<file path="src/rtl/fft_stage_ctrl.sv">
// Stage/butterfly sequencer for an in-place radix-2 DIF FFT with a drain gap between stages.
// Optional bit-reversed unload port enabled by defining FFT_CTRL_BITREV_EN.
module fft_stage_ctrl #(
  parameter int FFT_N    = 1024,
  parameter int PIPE_LAT = 4,
  localparam int L       = $clog2(FFT_N)
) (
  input  logic         clk,
  input  logic         rst,
  input  logic         start,
  output logic         busy,
  output logic         done,
  output logic         issue_valid,
  input  logic         issue_ready,
  output logic [3:0]   stage,
  output logic [L-1:0] addr_a,
  output logic [L-1:0] addr_b,
  output logic [L-2:0] tw_addr
`ifdef FFT_CTRL_BITREV_EN
  ,
  output logic         out_valid,
  input  logic         out_ready,
  output logic [L-1:0] out_addr
`endif
);

`ifdef FFT_CTRL_BITREV_EN
  typedef enum logic [2:0] {IDLE, RUN, DRAIN, UNLOAD, DONE} state_t;
`else
  typedef enum logic [2:0] {IDLE, RUN, DRAIN, DONE} state_t;
`endif

  localparam logic [3:0] S_LAST = 4'(L - 1);
  // Counter is preloaded one short so the gap lasts max(PIPE_LAT,1) cycles.
  localparam logic [7:0] DRAIN_LOAD = (PIPE_LAT == 0) ? 8'd0 : 8'(PIPE_LAT - 1);

  state_t       state_q, state_d;
  logic [3:0]   s_q, s_d;
  logic [L-2:0] k_q, k_d;
  logic [7:0]   cnt_q, cnt_d;

  logic         busy_q, busy_d;
  logic         done_q, done_d;
  logic         issue_valid_q, issue_valid_d;
  logic [3:0]   stage_q, stage_d;
  logic [L-1:0] addr_a_q, addr_a_d;
  logic [L-1:0] addr_b_q, addr_b_d;
  logic [L-2:0] tw_addr_q, tw_addr_d;

  logic [L-1:0] half_l, mask_l, k_l, j_l, a_l;

`ifdef FFT_CTRL_BITREV_EN
  logic [L-1:0] c_q, c_d;
  logic         out_valid_q, out_valid_d;
  logic [L-1:0] out_addr_q, out_addr_d;
`endif

  always_comb begin
    state_d = state_q;
    s_d     = s_q;
    k_d     = k_q;
    cnt_d   = cnt_q;
`ifdef FFT_CTRL_BITREV_EN
    c_d     = c_q;
`endif
    case (state_q)
      IDLE: begin
        if (start) begin
          state_d = RUN;
          s_d     = '0;
          k_d     = '0;
        end
      end
      RUN: begin
        if (issue_valid_q && issue_ready) begin
          if (k_q == '1) begin
            state_d = DRAIN;
            cnt_d   = DRAIN_LOAD;
          end else begin
            k_d = k_q + (L-1)'(1);
          end
        end
      end
      DRAIN: begin
        if (cnt_q == 8'd0) begin
          if (s_q == S_LAST) begin
`ifdef FFT_CTRL_BITREV_EN
            state_d = UNLOAD;
            c_d     = '0;
`else
            state_d = DONE;
`endif
          end else begin
            state_d = RUN;
            s_d     = s_q + 4'd1;
            k_d     = '0;
          end
        end else begin
          cnt_d = cnt_q - 8'd1;
        end
      end
`ifdef FFT_CTRL_BITREV_EN
      UNLOAD: begin
        if (out_valid_q && out_ready) begin
          if (c_q == '1) state_d = DONE;
          else c_d = c_q + L'(1);
        end
      end
`endif
      DONE:    state_d = IDLE;
      default: state_d = IDLE;
    endcase
  end

  // Outputs are computed from the next state so they can be registered without a cycle of lag.
  always_comb begin
    half_l = L'(1) << (S_LAST - s_d);
    mask_l = half_l - L'(1);
    k_l    = {1'b0, k_d};
    j_l    = k_l & mask_l;
    a_l    = ((k_l & ~mask_l) << 1) | j_l;

    busy_d        = (state_d == RUN) || (state_d == DRAIN);
    done_d        = (state_d == DONE);
    issue_valid_d = (state_d == RUN);
    stage_d       = s_d;
    addr_a_d      = a_l;
    addr_b_d      = a_l + half_l;
    tw_addr_d     = j_l[L-2:0] << s_d;
`ifdef FFT_CTRL_BITREV_EN
    busy_d      = busy_d || (state_d == UNLOAD);
    out_valid_d = (state_d == UNLOAD);
    out_addr_d  = '0;
    for (int i = 0; i < L; i++) out_addr_d[i] = c_d[L-1-i];
`endif
  end

  always_ff @(posedge clk or posedge rst) begin
    if (rst) begin
      state_q       <= IDLE;
      s_q           <= '0;
      k_q           <= '0;
      cnt_q         <= '0;
      busy_q        <= 1'b0;
      done_q        <= 1'b0;
      issue_valid_q <= 1'b0;
      stage_q       <= '0;
      addr_a_q      <= '0;
      addr_b_q      <= '0;
      tw_addr_q     <= '0;
`ifdef FFT_CTRL_BITREV_EN
      c_q           <= '0;
      out_valid_q   <= 1'b0;
      out_addr_q    <= '0;
`endif
    end else begin
      state_q       <= state_d;
      s_q           <= s_d;
      k_q           <= k_d;
      cnt_q         <= cnt_d;
      busy_q        <= busy_d;
      done_q        <= done_d;
      issue_valid_q <= issue_valid_d;
      stage_q       <= stage_d;
      addr_a_q      <= addr_a_d;
      addr_b_q      <= addr_b_d;
      tw_addr_q     <= tw_addr_d;
`ifdef FFT_CTRL_BITREV_EN
      c_q           <= c_d;
      out_valid_q   <= out_valid_d;
      out_addr_q    <= out_addr_d;
`endif
    end
  end

  assign busy        = busy_q;
  assign done        = done_q;
  assign issue_valid = issue_valid_q;
  assign stage       = stage_q;
  assign addr_a      = addr_a_q;
  assign addr_b      = addr_b_q;
  assign tw_addr     = tw_addr_q;
`ifdef FFT_CTRL_BITREV_EN
  assign out_valid   = out_valid_q;
  assign out_addr    = out_addr_q;
`endif

endmodule

</file>
<file path="config.mk">
export PLATFORM = sky130hd
export DESIGN_NAME = fft_stage_ctrl
export DESIGN_NICKNAME = d
export VERILOG_FILES = /design/src/rtl/fft_stage_ctrl.sv
export SDC_FILE = /design/constraint.sdc
export NUM_CORES = 1
export LEC_CHECK = 0
export CAP_MARGIN = 20
export CORE_MARGIN = 2
export CORE_UTILIZATION = 60
export DETAILED_ROUTE_END_ITERATION = 10
export GPL_TIMING_DRIVEN = 0
export PLACE_DENSITY = 0.88
export REMOVE_ABC_BUFFERS = 1
export SYNTH_ARGS = -nofsm -noshare
export SYNTH_HDL_FRONTEND = slang
export SYNTH_SLANG_ARGS = --single-unit
</file>
<file path="constraint.sdc">
create_clock -name clk -period 15 [get_ports clk]
set_input_delay 1.5 -clock clk [delete_from_list [all_inputs] [get_ports clk]]
set_output_delay 1.5 -clock clk [all_outputs]
set_load 0.01 [all_outputs]
</file>
==> reports/metrics.yaml, run 1 <==
drive_gt1_share_pct: 7.45
synth_top_cell_by_area: "dfrtp_1"
fmax_ghz: 0.143
htreeDepth: 2
viasPerCell: 6.07
slew_headroom_pct: 26.5
p_seq_share_pct: 55.7
critPathMaxFanout: 24
ys_seq_area_share_pct: 44.0
cp_common_cell: "ha_1"
ys_ff_latch: 56
firstDrtPassIters: 5
grt_max_degree: 35
layout.nets: 393
cpPeakStageDelay_ns: 0.89
cp-end-kind: "register"
hold_buffers: 0
post_cts_buffers: 0
dieArea_mm2: 0.00590
fill_cells: 408
final_cell_mix: "dfrtp_1 (56), clkdlybuf4s50_1 (39), nor2_1 (37)"
rsz0062_at_grt: "no"
cts.sinks: 56
final_util_pct: 72.9
diodes: 0
cts-resized-gates: 0
ant_nets: 0
outcome: "finished clean"
pwr-share-clk_pct: 31.1
hold_class: "reg2reg"
gp_congestion: 0.877
cp_slowest_cell: "nor4b_1"
avgSynthCellArea_um2: 9.44
yosysTopAreaCellShare_pct: 44.0
r2r-start: "cnt_q[0]"
grt_pass1_wl_um: 12600
cts_tree: "yes"
irDropWorstVdd_v: 0.0000481
synth_ff_type: "dfrtp_1"
via_count: 2709
worstPathArrival_ns: 7.24
startpoint_type: "primary input"
numPortBuffers: 39
post_drt_wl_per_cell_um: 16.4
syn_area_mm2: 0.00318
fin_ws_ns: 8.00
period_needed_ns: 7.00
die_y_um: 76.8
finalHoldViolCount: 0
slew_viol_final: 0
cellInternalPower_mw: 0.207
powerDensity_mw_per_mm2: 76.3
clock_latency_ns: 0.32
clkTransAtPathRegs_ns: 0.10
grt_pass1_vias: 2727
fin_setup_tns_ns: 0
core-area_mm2: 0.00511
numCtsBuffers: 5
period_share_pct: 46.6
clockBufferDepth: 2
post-dp-hpwl_um: 5320
crit_required_ns: 15.25
crit_path_cell_trace: "clkdlybuf4s50_1 > nor4b_1 > a221o_1 > inv_1 > nand2_1 > ha_1 > xnor2_1 > o2bb2ai_1 > ha_1 > a21oi_1 > nor2b_1 > o21ai_0 > nand2b_1 > nor2_1 > o2111ai_1 > a31o_1 > a21oi_2 > xor2_1"
routed_wirelength_um: 7300
async_flop_share_pct: 100
synth-edff-count: 0
drc: 0
p_comb_share_pct: 13.2
ys_warn_count: 0
grt_antenna_before_repair: 0
tightest_slew_ns: 1.09
layout_commonest_cell: "dfrtp_1"
worstHoldStart: "cnt_q[0]"
swShare_pct: 27.1
clockRootBuffer: "clkbuf_8"
whs_ns: 0.541
grt-ovfl-total: 0
ys_top_cells_by_area: "dfrtp_1 (44%), ha_1 (5.1%), nor2_1 (4.4%)"
maxCapViolCount: 0
power.switching_mw: 0.0770
finClkSkew_ns: 0.00467
drt_iter0_drc: 214
finalSetupViolCount: 0
ioPinCount: 40
grt_usage_pct: 26.6
crit_start: "start"
power.leakage_nw: 1.78
dp_slack_ns: 7.85
syn2layout_area_growth_pct: 17.1
rows: 26
postSynthCellCount: 337
critPathTopFamily: "compound AO/OA/AOI/OAI gates"
die_w_um: 76.8
worst-path-buf-inv: 2
path_class: "in2reg"
synth_cell_types: 61
initial_utilization_pct: 62.3
[cells by family after synthesis]
family	after synthesis	synth area share, %
AO/OA/AOI/OAI	88	19.2
XOR/XNOR	18	4.96
adder cells (fa/ha/maj)	14	5.74
buffers and inverters	29	3.97
flip-flops	56	44.0
multiplexers	1	0.315
other	2	0.236
AND/OR/NAND/NOR	129	21.5
[sequential cells by signal, summed over array words and instances, names as in the netlist]
name	flops
addr_a	10
addr_b	10
k_q	9
tw_addr	9
cnt_q	8
stage	4
state_q	3
busy	1
done	1
issue_valid	1
[stage by stage]
step,instance area (um2),total power [mW],std cells
final,3720,0.284,446
after global routing,3720,0.296,446
after CTS,3720,0.286,446
after detailed placement,3630,0.198,438
after global placement,3610,0.197,437
after floorplan,3130,0.182,328
[Yosys cell counts (all sizes together), types with 5 or more instances]
cell type / count
nand2: 28
inv: 20
clkbuf: 5
o22ai: 10
a31oi: 9
and2: 6
ha: 13
nor2: 40
dfrtp: 56
nand3: 13
xnor2: 9
a21oi: 15
a211oi: 5
o21ai: 21
nor3: 9
xor2: 9
[routing by layer]
metal / GRT usage [%] / routed length (um) / up-vias
li1: - / - / 1289
met1: 33.3 / 3040 / 1309
met2: 44.8 / 3690 / 91
met3: 5.88 / 359 / 20
met4: 10.5 / 200 / 0
met5: 0 / 0 / -
[cell type report]
type	instances	area [um2]	area share [%]
Inverter	20	75.1	2.02
Tap cell	70	87.6	2.35
Timing Repair Buffer	40	410	11.0
Clock buffer	6	82.6	2.22
Multi-Input combinational cell	252	1650	44.4
Sequential cell	56	1400	37.6
Clock inverter	2	13.8	0.369
[worst paths after layout]
path,slack [ns],endpoint,depth (start not counted)
max,8.00,addr_b[9],18
min,0.54,cnt_q[0],1
max reg2reg,9.12,addr_b[9],21
min reg2reg,0.54,cnt_q[0],1
max in group asynchronous,12.94,busy,3
min in group asynchronous,1.52,addr_a[7],2
[power by group through the flow]
stage / Combinational (mW) / Clock (mW) / Sequential [mW]
final: 0.0376 / 0.0883 / 0.158
after global routing: 0.0413 / 0.0957 / 0.159
after CTS: 0.0375 / 0.0900 / 0.158
after detailed placement: 0.0372 / 0 / 0.161
after global placement: 0.0356 / 0 / 0.161
after floorplan: 0.0195 / 0 / 0.163
No activity file was read; power rests on OpenSTA's default activity.
==> run 2: changes to the inputs <==
--- a/config.mk
+++ b/config.mk
@@ -7,10 +7,10 @@
 export LEC_CHECK = 0
 export CAP_MARGIN = 20
 export CORE_MARGIN = 2
-export CORE_UTILIZATION = 60
+export CORE_UTILIZATION = 50
 export DETAILED_ROUTE_END_ITERATION = 10
 export GPL_TIMING_DRIVEN = 0
-export PLACE_DENSITY = 0.88
+export PLACE_DENSITY = 0.79
 export REMOVE_ABC_BUFFERS = 1
 export SYNTH_ARGS = -nofsm -noshare
 export SYNTH_HDL_FRONTEND = slang
==> constraint.sdc (replaced) <==
create_clock -name clk -period 5.9 [get_ports clk]
set_input_delay 0.59 -clock clk [delete_from_list [all_inputs] [get_ports clk]]
set_output_delay 0.59 -clock clk [all_outputs]
set_load 0.01 [all_outputs]
==> run 2 against run 1 <==
Sequential share of layout area decreased by 0.35 points; core utilization shrank 13 points; clock power up 130%; critical path depth up 3; cell count increased by 2.2%.
==> reports/metrics.yaml, run 2 (synthesis results as in run 1) <==
outcome: "finished clean"  # unchanged
numPortBuffers: 39  # unchanged
grt_usage_pct: 22.0  # was 26.6%
hold_class: "reg2reg"  # unchanged
worst-path-buf-inv: 1  # was 2
ioPinCount: 40  # unchanged
drc: 0  # unchanged
r2r_slack_ns: 0.57  # was 9.12 ns
drive_gt1_share_pct: 8.71  # was 7.45%
initial_utilization_pct: 51.0  # was 62.3%
layout.nets: 397  # was 393
grt_antenna_before_repair: 0  # unchanged
fin_setup_tns_ns: 0  # unchanged
cts_tree: "yes"  # unchanged
numCtsBuffers: 5  # unchanged
dp_slack_ns: -0.280  # was 7.85 ns
grt_pass1_vias: 2591  # was 2,727
grt-ovfl-total: 0  # unchanged
drt_iter0_drc: 267  # was 214
critPathTopFamily: "simple AND/OR/NAND/NOR gates"  # was compound AO/OA/AOI/OAI gates
gp_congestion: 0.901  # was 0.877
top_layer: "met4"  # unchanged
power_mw: 0.707  # was 0.284 mW
htreeDepth: 2  # unchanged
drt-met1-wl_um: 3140  # was 3040 um
swShare_pct: 27.2  # was 27.1%
final_util_pct: 60.2  # was 72.9%
slew_headroom_pct: 47.2  # was 26.5%
period_needed_ns: 5.33
dieArea_mm2: 0.00702  # was 0.00590 mm2
seq_area_mm2: 0.00140  # unchanged
multi_input_area_mm2: 0.00167  # was 0.00165 mm2
cp-end-kind: "register"  # unchanged
finClkSkew_ns: 0.00429  # was 0.00467 ns
worstPathArrival_ns: 5.57  # was 7.24 ns
rows: 29  # was 26
period_share_pct: 90.4
cp_common_cell: "ha_1"  # unchanged
fmax_ghz: 0.187
cellInternalPower_mw: 0.514  # was 0.207 mW
diodes: 0  # unchanged
grt_pass1_wl_um: 12600  # about the same
post_drt_wl_per_cell_um: 16.5  # was 16.4 um
fill_cells: 568  # was 408
fin_ws_ns: 0.566  # was 8.00 ns
power.switching_mw: 0.192  # was 0.0770 mW
clock_latency_ns: 0.30  # was 0.32 ns
path_class: "reg2reg"  # was in2reg
wl_met3_um: 458  # was 359 um
slew_viol_final: 0  # unchanged
pwr-share-clk_pct: 28.4  # was 31.1%
tightest_slew_ns: 0.792  # was 1.09 ns
clockRootBuffer: "clkbuf_8"  # unchanged
layout_commonest_cell: "dfrtp_1"  # unchanged
p_seq_share_pct: 56.9  # was 55.7%
powerDensity_mw_per_mm2: 188  # was 76.3 mW/mm2
power.leakage_nw: 1.78  # about the same
via_count: 2770  # was 2,709
ant_nets: 0  # unchanged
critPathMaxFanout: 16  # was 24
die_y_um: 83.8  # was 76.8 um
clkTransAtPathRegs_ns: 0.09  # was 0.10 ns
startpoint_type: "register"  # was primary input
grt_max_degree: 36  # was 35
firstDrtPassIters: 6  # was 5
cp_slowest_cell: "or3b_2"  # was nor4b_1
irDropWorstVdd_v: 0.000107  # was 0.0000481 V
crit_path_cell_trace: "inv_1 > ha_1 > or3b_2 > nor4_4 > xnor2_1 > or2_1 > nor2_1 > nand2_1 > ha_1 > xnor2_1 > o2bb2ai_1 > ha_1 > a21oi_1 > nor2b_1 > o21ai_0 > nand2b_1 > nor2_1 > o2111ai_1 > a31o_1 > a21oi_2 > xor2_1"  # was clkdlybuf4s50_1 > nor4b_1 > a221o_1 > inv_1 > nand2_1 > ha_1 > xnor2_1 > o2bb2ai_1 > ha_1 > a21oi_1 > nor2b_1 > o21ai_0 > nand2b_1 > nor2_1 > o2111ai_1 > a31o_1 > a21oi_2 > xor2_1
final_cell_mix: "dfrtp_1 (56), clkdlybuf4s50_1 (39), nor2_1 (37)"  # unchanged
finalSetupViolCount: 0  # unchanged
rsz0062_at_grt: "no"  # unchanged
routed_wirelength_um: 7520  # was 7300 um
cpPeakStageDelay_ns: 0.57  # was 0.89 ns
clockBufferDepth: 2  # unchanged
crit_required_ns: 6.13  # was 15.25 ns
cts.sinks: 56  # unchanged
finalHoldViolCount: 0  # unchanged
die_w_um: 83.8  # was 76.8 um
maxCapViolCount: 0  # unchanged
post-dp-hpwl_um: 5440  # was 5320 um
syn2layout_area_growth_pct: 18.2  # was 17.1%
p_comb_share_pct: 14.7  # was 13.2%
dr_wl_met2_um: 3800  # was 3690 um
viasPerCell: 6.07  # about the same
core-area_mm2: 0.00624  # was 0.00511 mm2
[run 2: cell type report]
| class | count | area share, % |
|---|---|---|
| clock inverters | 2 | 0.333 |
| multi-input cells | 252 | 44.3 |
| inverters | 20 | 2.10 |
| repair buffers | 43 | 11.4 |
| flip-flops and latches | 56 | 37.3 |
| clock buffers | 5 | 1.83 |
| repair inverters | 1 | 0.133 |
| well taps | 77 | 2.56 |
[run 2: per-layer routing]
| metal | up-vias | GRT usage [%] |
|---|---|---|
| met3 | 17 | 3.86 |
| met2 | 110 | 37.7 |
| met1 | 1337 | 29.0 |
| met4 | 0 | 5.43 |
| li1 | 1306 | - |
| met5 | - | 0 |
[run 2: power groups by stage]
stage	sequential, mW	clock [mW]	combinational [mW]
after floorplan	0.414	0	0.0497
after global placement	0.410	0	0.0914
after detailed placement	0.410	0	0.0955
after CTS	0.403	0.207	0.0960
after global routing	0.404	0.217	0.112
final	0.402	0.201	0.104
[run 2: metrics by stage]
step | cells | area [um2] | hold slack, ns
after detailed placement | 445 | 3640 | 0.514
final | 456 | 3760 | 0.529
after floorplan | 328 | 3130 | 0.472
after global routing | 456 | 3760 | 0.548
after CTS | 452 | 3720 | 0.528
after global placement | 444 | 3620 | 0.491
[run 2: worst paths after layout]
path                       startpoint   endpoint  depth (start not counted)
setup / recovery             cnt_q[0]  addr_b[9]                         21
setup reg to reg             cnt_q[0]  addr_b[9]                         21
min in group asynchronous         rst     k_q[8]                          2
max in group asynchronous         rst   cnt_q[0]                          3
hold reg to reg              cnt_q[0]   cnt_q[0]                          1
hold / removal               cnt_q[0]   cnt_q[0]                          1
[run 2: worst register-to-register path: stages, from the launching register on]
cell and delay, ns:
dfrtp_1 0.43, inv_1 0.11, ha_1 0.17, or3b_2 0.57, nor4_4 0.27, xnor2_1 0.14, or2_1 0.38, nor2_1 0.39
nand2_1 0.19, ha_1 0.44, xnor2_1 0.23, o2bb2ai_1 0.22, ha_1 0.29, a21oi_1 0.24, nor2b_1 0.08, o21ai_0 0.15
nand2b_1 0.11, nor2_1 0.13, o2111ai_1 0.17, a31o_1 0.28, a21oi_2 0.15, xor2_1 0.14
[run 2: what timing repair did]
item | in CTS | in global routing
endpoints found under the setup margin | 0 | 1
buffers inserted | 0 | 2
hold buffers | 0 | 0
gates resized for setup | 0 | 4
